**config.mk**
```make
export PLATFORM = sky130hd
export DESIGN_NAME = rect_paint_engine
export DESIGN_NICKNAME = d
export VERILOG_FILES = /design/src/rtl/rect_paint_engine.sv
export SDC_FILE = /design/constraint.sdc
export NUM_CORES = 1
export LEC_CHECK = 0
export ABC_CLOCK_PERIOD_IN_PS = 6100
export CORE_UTILIZATION = 35
export CTS_CLUSTER_DIAMETER = 30
export DETAILED_ROUTE_END_ITERATION = 12
export DONT_BUFFER_PORTS = 1
export GPL_ROUTABILITY_DRIVEN = 0
export GPL_TIMING_DRIVEN = 0
export PLACE_DENSITY = 0.5
export REMOVE_ABC_BUFFERS = 1
export SLEW_MARGIN = 10
export SYNTH_ARGS = -nofsm -noshare
export SYNTH_HDL_FRONTEND = slang
export SYNTH_SLANG_ARGS = --single-unit
```
**constraint.sdc**
```tcl
create_clock -name clk -period 6.1 [get_ports clk]
set_input_delay 1.22 -clock clk [delete_from_list [all_inputs] [get_ports clk]]
set_output_delay 1.22 -clock clk [all_outputs]
set_load 0.005 [all_outputs]
```
**src/rtl/rect_paint_engine.sv**
```systemverilog
// Rectangle fill engine: walks a latched rectangle in raster order, one pixel per clock,
// presenting x/y/colour with a plot strobe, then pulses done for one cycle.
module rect_paint_engine #(
    parameter int X_W      = 8,
    parameter int Y_W      = 7,
    parameter int COLOUR_W = 3,
    parameter int SCREEN_W = 160,
    parameter int SCREEN_H = 120
) (
    input  logic                clk,
    input  logic                reset,
    input  logic                start,
    input  logic                clear,
    input  logic [X_W-1:0]      x_init,
    input  logic [Y_W-1:0]      y_init,
    input  logic [X_W-1:0]      w,
    input  logic [Y_W-1:0]      h,
    input  logic [COLOUR_W-1:0] colour_in,
    input  logic                hold,
    output logic [X_W-1:0]      x,
    output logic [Y_W-1:0]      y,
    output logic [COLOUR_W-1:0] colour,
    output logic                plot,
    output logic                busy,
    output logic                done
);

    typedef enum logic [1:0] {IDLE, PAINT, DONE} state_t;

    localparam logic [X_W:0] SW     = (X_W+1)'(SCREEN_W);
    localparam logic [Y_W:0] SH     = (Y_W+1)'(SCREEN_H);
    localparam logic [X_W:0] CLR_XL = (X_W+1)'(SCREEN_W - 1);
    localparam logic [Y_W:0] CLR_YL = (Y_W+1)'(SCREEN_H - 1);
    localparam logic [X_W:0] X_ONE  = (X_W+1)'(1);
    localparam logic [Y_W:0] Y_ONE  = (Y_W+1)'(1);

    state_t              state_q, state_d;
    logic [X_W:0]        x_q, x_d, x0_q, x0_d, xl_q, xl_d;
    logic [Y_W:0]        y_q, y_d, yl_q, yl_d;
    logic [COLOUR_W-1:0] col_q, col_d;
    logic                zero_q, zero_d;
    logic                plot_q, plot_d;
    logic                busy_q, busy_d;
    logic                done_q, done_d;

    logic [X_W:0] x_ext, w_ext;
    logic [Y_W:0] y_ext, h_ext;

    assign x_ext = {1'b0, x_init};
    assign w_ext = {1'b0, w};
    assign y_ext = {1'b0, y_init};
    assign h_ext = {1'b0, h};

    always_comb begin
        state_d = state_q;
        x_d     = x_q;
        y_d     = y_q;
        x0_d    = x0_q;
        xl_d    = xl_q;
        yl_d    = yl_q;
        col_d   = col_q;
        zero_d  = zero_q;

        case (state_q)
            IDLE: begin
                if (clear) begin
                    x0_d    = '0;
                    xl_d    = CLR_XL;
                    yl_d    = CLR_YL;
                    col_d   = '0;
                    zero_d  = 1'b0;
                    x_d     = '0;
                    y_d     = '0;
                    state_d = PAINT;
                end else if (start) begin
                    // Last column/row held one bit wider so x0+W-1 never wraps.
                    x0_d    = x_ext;
                    xl_d    = x_ext + w_ext - X_ONE;
                    yl_d    = y_ext + h_ext - Y_ONE;
                    col_d   = colour_in;
                    zero_d  = (w == '0) || (h == '0);
                    x_d     = x_ext;
                    y_d     = y_ext;
                    state_d = PAINT;
                end
            end
            PAINT: begin
                if (!hold) begin
                    if (zero_q) begin
                        state_d = DONE;
                    end else if (x_q == xl_q) begin
                        if (y_q == yl_q) begin
                            state_d = DONE;
                        end else begin
                            x_d = x0_q;
                            y_d = y_q + Y_ONE;
                        end
                    end else begin
                        x_d = x_q + X_ONE;
                    end
                end
            end
            DONE:    state_d = IDLE;
            default: state_d = IDLE;
        endcase

        plot_d = (state_d == PAINT) && !zero_d && (x_d < SW) && (y_d < SH);
        busy_d = (state_d == PAINT);
        done_d = (state_d == DONE);
    end

    always_ff @(posedge clk or posedge reset) begin
        if (reset) begin
            state_q <= IDLE;
            x_q     <= '0;
            y_q     <= '0;
            x0_q    <= '0;
            xl_q    <= '0;
            yl_q    <= '0;
            col_q   <= '0;
            zero_q  <= 1'b0;
            plot_q  <= 1'b0;
            busy_q  <= 1'b0;
            done_q  <= 1'b0;
        end else begin
            state_q <= state_d;
            x_q     <= x_d;
            y_q     <= y_d;
            x0_q    <= x0_d;
            xl_q    <= xl_d;
            yl_q    <= yl_d;
            col_q   <= col_d;
            zero_q  <= zero_d;
            plot_q  <= plot_d;
            busy_q  <= busy_d;
            done_q  <= done_d;
        end
    end

    // A stalled pixel is presented but not written.
    assign plot   = plot_q & ~hold;
    assign busy   = busy_q;
    assign done   = done_q;
    assign x      = x_q[X_W-1:0];
    assign y      = y_q[Y_W-1:0];
    assign colour = col_q;

endmodule

```
==> run_results.csv, run 1 <==
group,metric,value,unit
status,outcome,"completed",
grt,grt-ovfl-total,0,
final_layout,post-route-util,37.9,%
setup_path,worstSetupPathType,"in2reg",
sta,fin_tns_setup,0,ns
route,wirelength,8990,um
setup_path,required,6.30,ns
clocking,cts.sinks,51,
setup_path,worstSetupStartpointType,"input pin",
sta,relSlewSlack,22.6,%
route,wl_met3,648,um
route,routed.top_layer,"met4",
setup_path,cp-end-kind,"flop",
power,ir_worst_vdd,0.135,mV
sta,fin_skew,0.0101,ns
placement,hpwl,6760,um
sta,drv_slew,0,
clocking,cts_tree,"yes",
floorplan,die_w,103,um
logic_synthesis,synth-edff-count,0,
clocking,cts_resized,0,
power,internal_power,0.849,mW
floorplan,fp.dieArea,0.0105,mm2
final_layout,num_antenna_cells,0,
grt,grt_first_pass_wirelength,14700,um
floorplan,core-area,0.00977,mm2
placement,numPortBuffers,0,
route,drc,0,
clocking,clkTransAtPathRegs,0.10,ns
clocking,clockBufferDepth,2,
sta,fin_crit_sh,51.2,%
logic_synthesis,syn-instance-count,416,
setup_path,critPathArrivalTime,3.32,ns
job,drv_cap,0,
final_layout,drive_above_1_share,3.76,%
sta,postLayoutSetupSlackWorst,2.98,ns
sta,period_needed,3.12,ns
power,power_frac_comb,38.4,%
floorplan,die_y,103,um
power,p_sw_share,41.8,%
floorplan,rows,36,
logic_synthesis,syn_avg_cell_area,8.52,um2
logic_synthesis,ys.flop_type,"dfrtp_1",
clocking,insertion_delay,0.31,ns
final_layout,area_delta_synth_final,4.62,%
route,drtAntennaViolNets,0,
grt,antenna_found_initial,0,
clocking,postCtsSetupBuffers,0,
final_layout,final_nets,469,
route,dr.first_iter.drc_count,145,
grt,grt_pass1_vias,2785,
floorplan,ios,59,
floorplan,start_util,36.3,%
setup_path,cp_max_fo,8,
power,p_leak,1.74,nW
route,drtPass1Iterations,7,
route,wl_met1,4060,um
placement,place_ws,2.72,ns
sta,rsz0062_at_grt,"no",
sta,max_freq,320,MHz
min_path,min_path_type,"reg2reg",
clocking,root_buffer,"clkbuf_8",
logic_synthesis,synth_seq_area_share,36.0,%
min_path,hp-start,"x0_q[6]",
sta,setup_viol,0,
power,seq_power_share,45.4,%
grt,grt_use_total,18.6,%
logic_synthesis,async_flop_share,100,%
logic_synthesis,yosysWarnings,0,
route,vias_per_cell,5.30,
clocking,postCtsHoldBufs,0,
grt,grt_start_max_net_pins,32,
clocking,h-tree-depth,2,
sta,finalHoldViolCount,0,
power,clkPwrFrac,16.1,%
logic_synthesis,synth_cell_type_count,48,
logic_synthesis,synth.top_cell.area_share,36.0,%
logic_synthesis,yosys.area.top_type,"dfrtp_1",
power,power.density,393,mW/mm2
logic_synthesis,netlist_area,0.00354,mm2
clocking,cts-buffers-inserted,5,
power,switchingPower,0.609,mW
logic_synthesis,yosys-top-cells-area,"dfrtp_1 (36%), ha_1 (11%), inv_1 (7.4%)",
sta,worst_slew_pin_slew,1.15,ns
route,met2_length,4200,um
final_layout,n_fill_cell,1047,
power,total_power,1.46,mW
route,vias,2820,
route,wl_per_cell,16.9,um
logic_synthesis,ys_seq_elements,51,
setup_path,rr_startpoint,"x_q[5]",
sta,hold_ws,0.485,ns
setup_path,crit_start,"hold",
[worst paths after layout]
kind                        endpoint  slack (ns)  cells after the start
max in group asynchronous     y_q[3]        4.75                      2
min in group asynchronous  colour[1]        0.80                      1
max reg2reg                   plot_q        3.02                      8
min reg2reg                  x0_q[6]        0.49                      2
min                          x0_q[6]        0.49                      2
max                           plot_q        2.98                      6
[logic make-up (layout without fill, tap and decap cells)]
logic type      count (synthesis)  after routing  synth area share, %
compound gates                 95             95                 16.8
flops                          51             51                 36.0
buf+inv                        97             80                 11.9
fa+ha+maj                      32             32                 11.7
simple gates                  106            106                 14.9
xor+xnor                       35             35                 8.65
[cell usage after synthesis (all sizes together), types with 2 or more instances]
library cell / instances
buf: 19
a222oi: 4
clkbuf: 8
xnor2: 18
xor2: 17
nand4: 8
a221o: 2
o21ai: 22
a22o: 3
o21bai: 6
and3: 8
nand3: 16
a21oi: 36
inv: 70
or3: 2
and2: 2
nand2: 26
nor3: 8
nor2: 23
fa: 2
ha: 30
o22ai: 3
nor2b: 2
o221ai: 2
o31ai: 3
o22a: 2
nor4: 5
dfrtp: 51
a21o: 3
[cells in the final DEF (no fill, tap or decap), types with 8 or more instances in the layout]
cell,n
nand3_1,16
nand4_1,8
nand2_1,26
ha_1,30
dfrtp_1,51
o21ai_0,21
inv_1,69
nor2_1,23
a21oi_1,36
xnor2_1,18
xor2_1,17
and3_1,8
[state kept, by name, summed over array words and instances, names as in the netlist]
register,count
xl_q,9
colour,3
x0_q,8
busy,1
y_q,8
state_q,2
yl_q,8
zero_q,1
plot_q,1
x_q,9
done,1
[power by group through the flow]
stage	clock network [mW]	registers, mW	logic (mW)
3_5_place_dp	0	0.671	0.560
3_3_place_gp	0	0.668	0.531
6_report	0.235	0.662	0.560
2_1_floorplan	0	0.613	0.420
4_1_cts	0.242	0.665	0.564
5_1_grt	0.252	0.689	0.642
[metal layers]
metal / vias up / GRT usage, %
met3: 7 / 4.07
met2: 93 / 30.4
met4: 0 / 4.84
met1: 1357 / 24.8
met5: - / 0
li1: 1363 / -
[stage by stage]
stage	std cells	instance area, um2
final	532	3710
after global routing	532	3710
after floorplan	389	3380
after detailed placement	525	3610
after global placement	522	3550
after CTS	532	3710
[critical path, stage by stage]
cell	delay, ns
nor3_1	0.89
nand3_1	0.42
and3_1	0.29
o22ai_1	0.24
o2bb2ai_1	0.10
and3_1	0.15
[cell type report]
class | instances | area, um2 | share of cell area, %
Clock buffer | 6 | 72.6 | 1.96
Clock inverter | 1 | 30.0 | 0.810
Inverter | 70 | 263 | 7.09
Multi-Input combinational cell | 268 | 1850 | 50.0
Sequential cell | 51 | 1280 | 34.4
Tap cell | 133 | 166 | 4.49
Timing Repair Buffer | 3 | 46.3 | 1.25
Note: power is estimated with default switching activity, not from simulation.
==> inputs of run 2 (changes only) <==
--- a/config.mk
+++ b/config.mk
@@ -5,7 +5,7 @@
 export SDC_FILE = /design/constraint.sdc
 export NUM_CORES = 1
 export LEC_CHECK = 0
-export ABC_CLOCK_PERIOD_IN_PS = 6100
+export ABC_CLOCK_PERIOD_IN_PS = 3200
 export CORE_UTILIZATION = 35
 export CTS_CLUSTER_DIAMETER = 30
 export DETAILED_ROUTE_END_ITERATION = 12
==> constraint.sdc (replaced) <==
create_clock -name clk -period 3.2 [get_ports clk]
set_input_delay 0.64 -clock clk [delete_from_list [all_inputs] [get_ports clk]]
set_output_delay 0.64 -clock clk [all_outputs]
set_load 0.005 [all_outputs]
==> run 2 against run 1 <==
Against the previous run: critical path depth increased by 2; sequential share of layout area shrank 0.10 points; sequential power grew 90%; combinational power up 93%; clock-buffer cell count unchanged; core utilization up 0.12 points; clock skew is essentially flat; die area did not move; hold slack worse by 0.27 ns; final area is 0.30% higher; critical path type is now reg2reg.
==> run_results.csv, run 2 (synthesized netlist as in run 1, its figures left out) <==
group,metric,value,unit
status,outcome,"completed",
route,wl_per_cell,17.0,um
grt,grt_first_pass_wirelength,14700,um
floorplan,die_y,103,um
sta,rsz0062_at_grt,"no",
power,switchingPower,1.17,mW
final_layout,layout_common_cells,"inv_1 (69), dfrtp_1 (51), a21oi_1 (36)",
route,vias,2817,
placement,numPortBuffers,0,
min_path,min_path_type,"in2async",
setup_path,worstSetupPathType,"reg2reg",
power,internal_power,1.62,mW
placement,hpwl,6760,um
power,p_leak,1.75,nW
setup_path,worstSetupStartpointType,"flop",
route,vias_per_cell,5.30,
setup_path,cp_max_fo,17,
sta,setup_viol,0,
final_layout,num_antenna_cells,0,
setup_path,reg2reg_setup_slack,0.42,ns
route,wirelength,9030,um
final_layout,drive_above_1_share,4.01,%
setup_path,slowest_delay,0.55,ns
setup_path,cp-end-kind,"flop",
route,drtPass1Iterations,4,
sta,fin_tns_setup,0,ns
setup_path,r2r_cells,8,
floorplan,start_util,36.3,%
power,ir_worst_vdd,0.258,mV
sta,worst_slew_pin_slew,0.987,ns
grt,grtUsageMet2,30.4,%
power,seq_power_share,45.3,%
final_layout,final_nets,469,
sta,period_needed,2.78,ns
clocking,postCtsSetupBuffers,0,
clocking,h-tree-depth,2,
power,power_frac_comb,38.5,%
clocking,clkTransAtPathRegs,0.10,ns
route,dr.first_iter.drc_count,116,
final_layout,area_delta_synth_final,4.94,%
sta,finalHoldViolCount,0,
grt,grt_start_max_net_pins,32,
clocking,clockBufferDepth,2,
clocking,insertion_delay,0.31,ns
final_layout,reg.largest.list,"x_q x9, xl_q x9",
floorplan,ios,59,
clocking,root_buffer,"clkbuf_8",
power,total_power,2.79,mW
route,drc,0,
clocking,cts-buffers-inserted,5,
setup_path,critPathSlowestCell,"nor3_4",
clocking,cts.sinks,51,
floorplan,die_w,103,um
setup_path,crit_chain,"xnor2_1 > nand4_1 > nor3_4 > nand2_1 > o311ai_0 > a31oi_1 > o2bb2ai_1 > and3_1",
sta,fin_crit_sh,86.8,%
grt,grt_use_total,18.6,%
grt,grt_pass1_vias,2785,
setup_path,reg2reg_to,"plot_q",
power,p_sw_share,42.0,%
job,drv_cap,0,
power,power.density,751,mW/mm2
setup_path,critPathArrivalTime,3.03,ns
power,clkPwrFrac,16.2,%
sta,max_freq,360,MHz
grt,grt-ovfl-total,0,
final_layout,layout_commonest_cell,"inv_1",
clocking,cts_tree,"yes",
floorplan,core-area,0.00977,mm2
sta,relSlewSlack,34.2,%
floorplan,rows,36,
floorplan,fp.dieArea,0.0105,mm2
grt,use_met3,4.07,%
sta,fin_skew,0.0105,ns
setup_path,rr_startpoint,"x_q[5]",
grt,grt.busiest_layer,"met2",
sta,drv_slew,0,
grt,antenna_found_initial,0,
grt,grt_use_met1,24.8,%
setup_path,required,3.45,ns
route,drtAntennaViolNets,0,
run 2: cell types whose count changed in the layout (fill, tap and decap cells not counted):
cell / before / now
nor3_4: 0 / 1
nor3_1: 6 / 5
run 2: metal layers:
metal  vias up  share of wire [%]
met3         7                6.9
met1      1363                 45
met5         -                  0
met4         0               0.85
met2        80                 47
li1       1367                  -
run 2: worst max-delay path by stage:
stage | to | slack (ns) | start
after CTS | plot_q | 0.13 | x_q[6]
after floorplan | plot_q | 0.65 | clear
final | plot_q | 0.42 | x_q[5]
after detailed placement | plot_q | 0.17 | x_q[6]
after global routing | plot_q | 0.11 | x_q[6]
after global placement | x_q[3] | -0.83 | state_q[1]
run 2: per-stage QoR:
stage	cells	util, %	cell area [um2]	hold WS (ns)	setup slack [ns]
floorplan	389	-	3380	0.441	0.654
global placement	522	36.3	3550	0.463	-0.827
detailed placement	525	36.9	3610	0.467	0.169
CTS	532	37.9	3710	0.236	0.134
global route	532	38.1	3720	0.258	0.111
finish	532	38.1	3720	0.219	0.424
run 2: final cells by class:
| type | count | area (um2) |
|---|---|---|
| fill | 1046 | 6050 |
| clock buffer | 6 | 72.6 |
| clock inverter | 1 | 30.0 |
| inverter | 70 | 263 |
| multi-input combinational | 268 | 1870 |
| sequential | 51 | 1280 |
| timing repair buffer | 3 | 46.3 |
| tap | 133 | 166 |
run 2: repair_timing:
item,in CTS,in global routing
setup endpoints to repair,0,1
gates resized for setup,0,2
hold buffers,0,0
run 2: worst max-delay path: cells and delay by family (launching register included):
family,cells,cell delay (ns)
compound gates,3,0.73
simple gates,4,1.27
xor+xnor,1,0.17
flops,1,0.54
run 2: power by group through the flow:
stage / Combinational (mW) / Sequential, mW / Clock (mW)
4_1_cts: 1.08 / 1.27 / 0.461
3_5_place_dp: 1.07 / 1.28 / 0
5_1_grt: 1.23 / 1.31 / 0.481
2_1_floorplan: 0.800 / 1.17 / 0
6_report: 1.08 / 1.26 / 0.451
3_3_place_gp: 1.01 / 1.27 / 0
==> inputs of run 3 (changes only) <==
--- a/config.mk
+++ b/config.mk
@@ -18,3 +18,4 @@
 export SYNTH_ARGS = -nofsm -noshare
 export SYNTH_HDL_FRONTEND = slang
 export SYNTH_SLANG_ARGS = --single-unit
+export TNS_END_PERCENT = 100
==> results of run 3 <==
The final DEF is identical to that of run 2; final timing and power are the same.
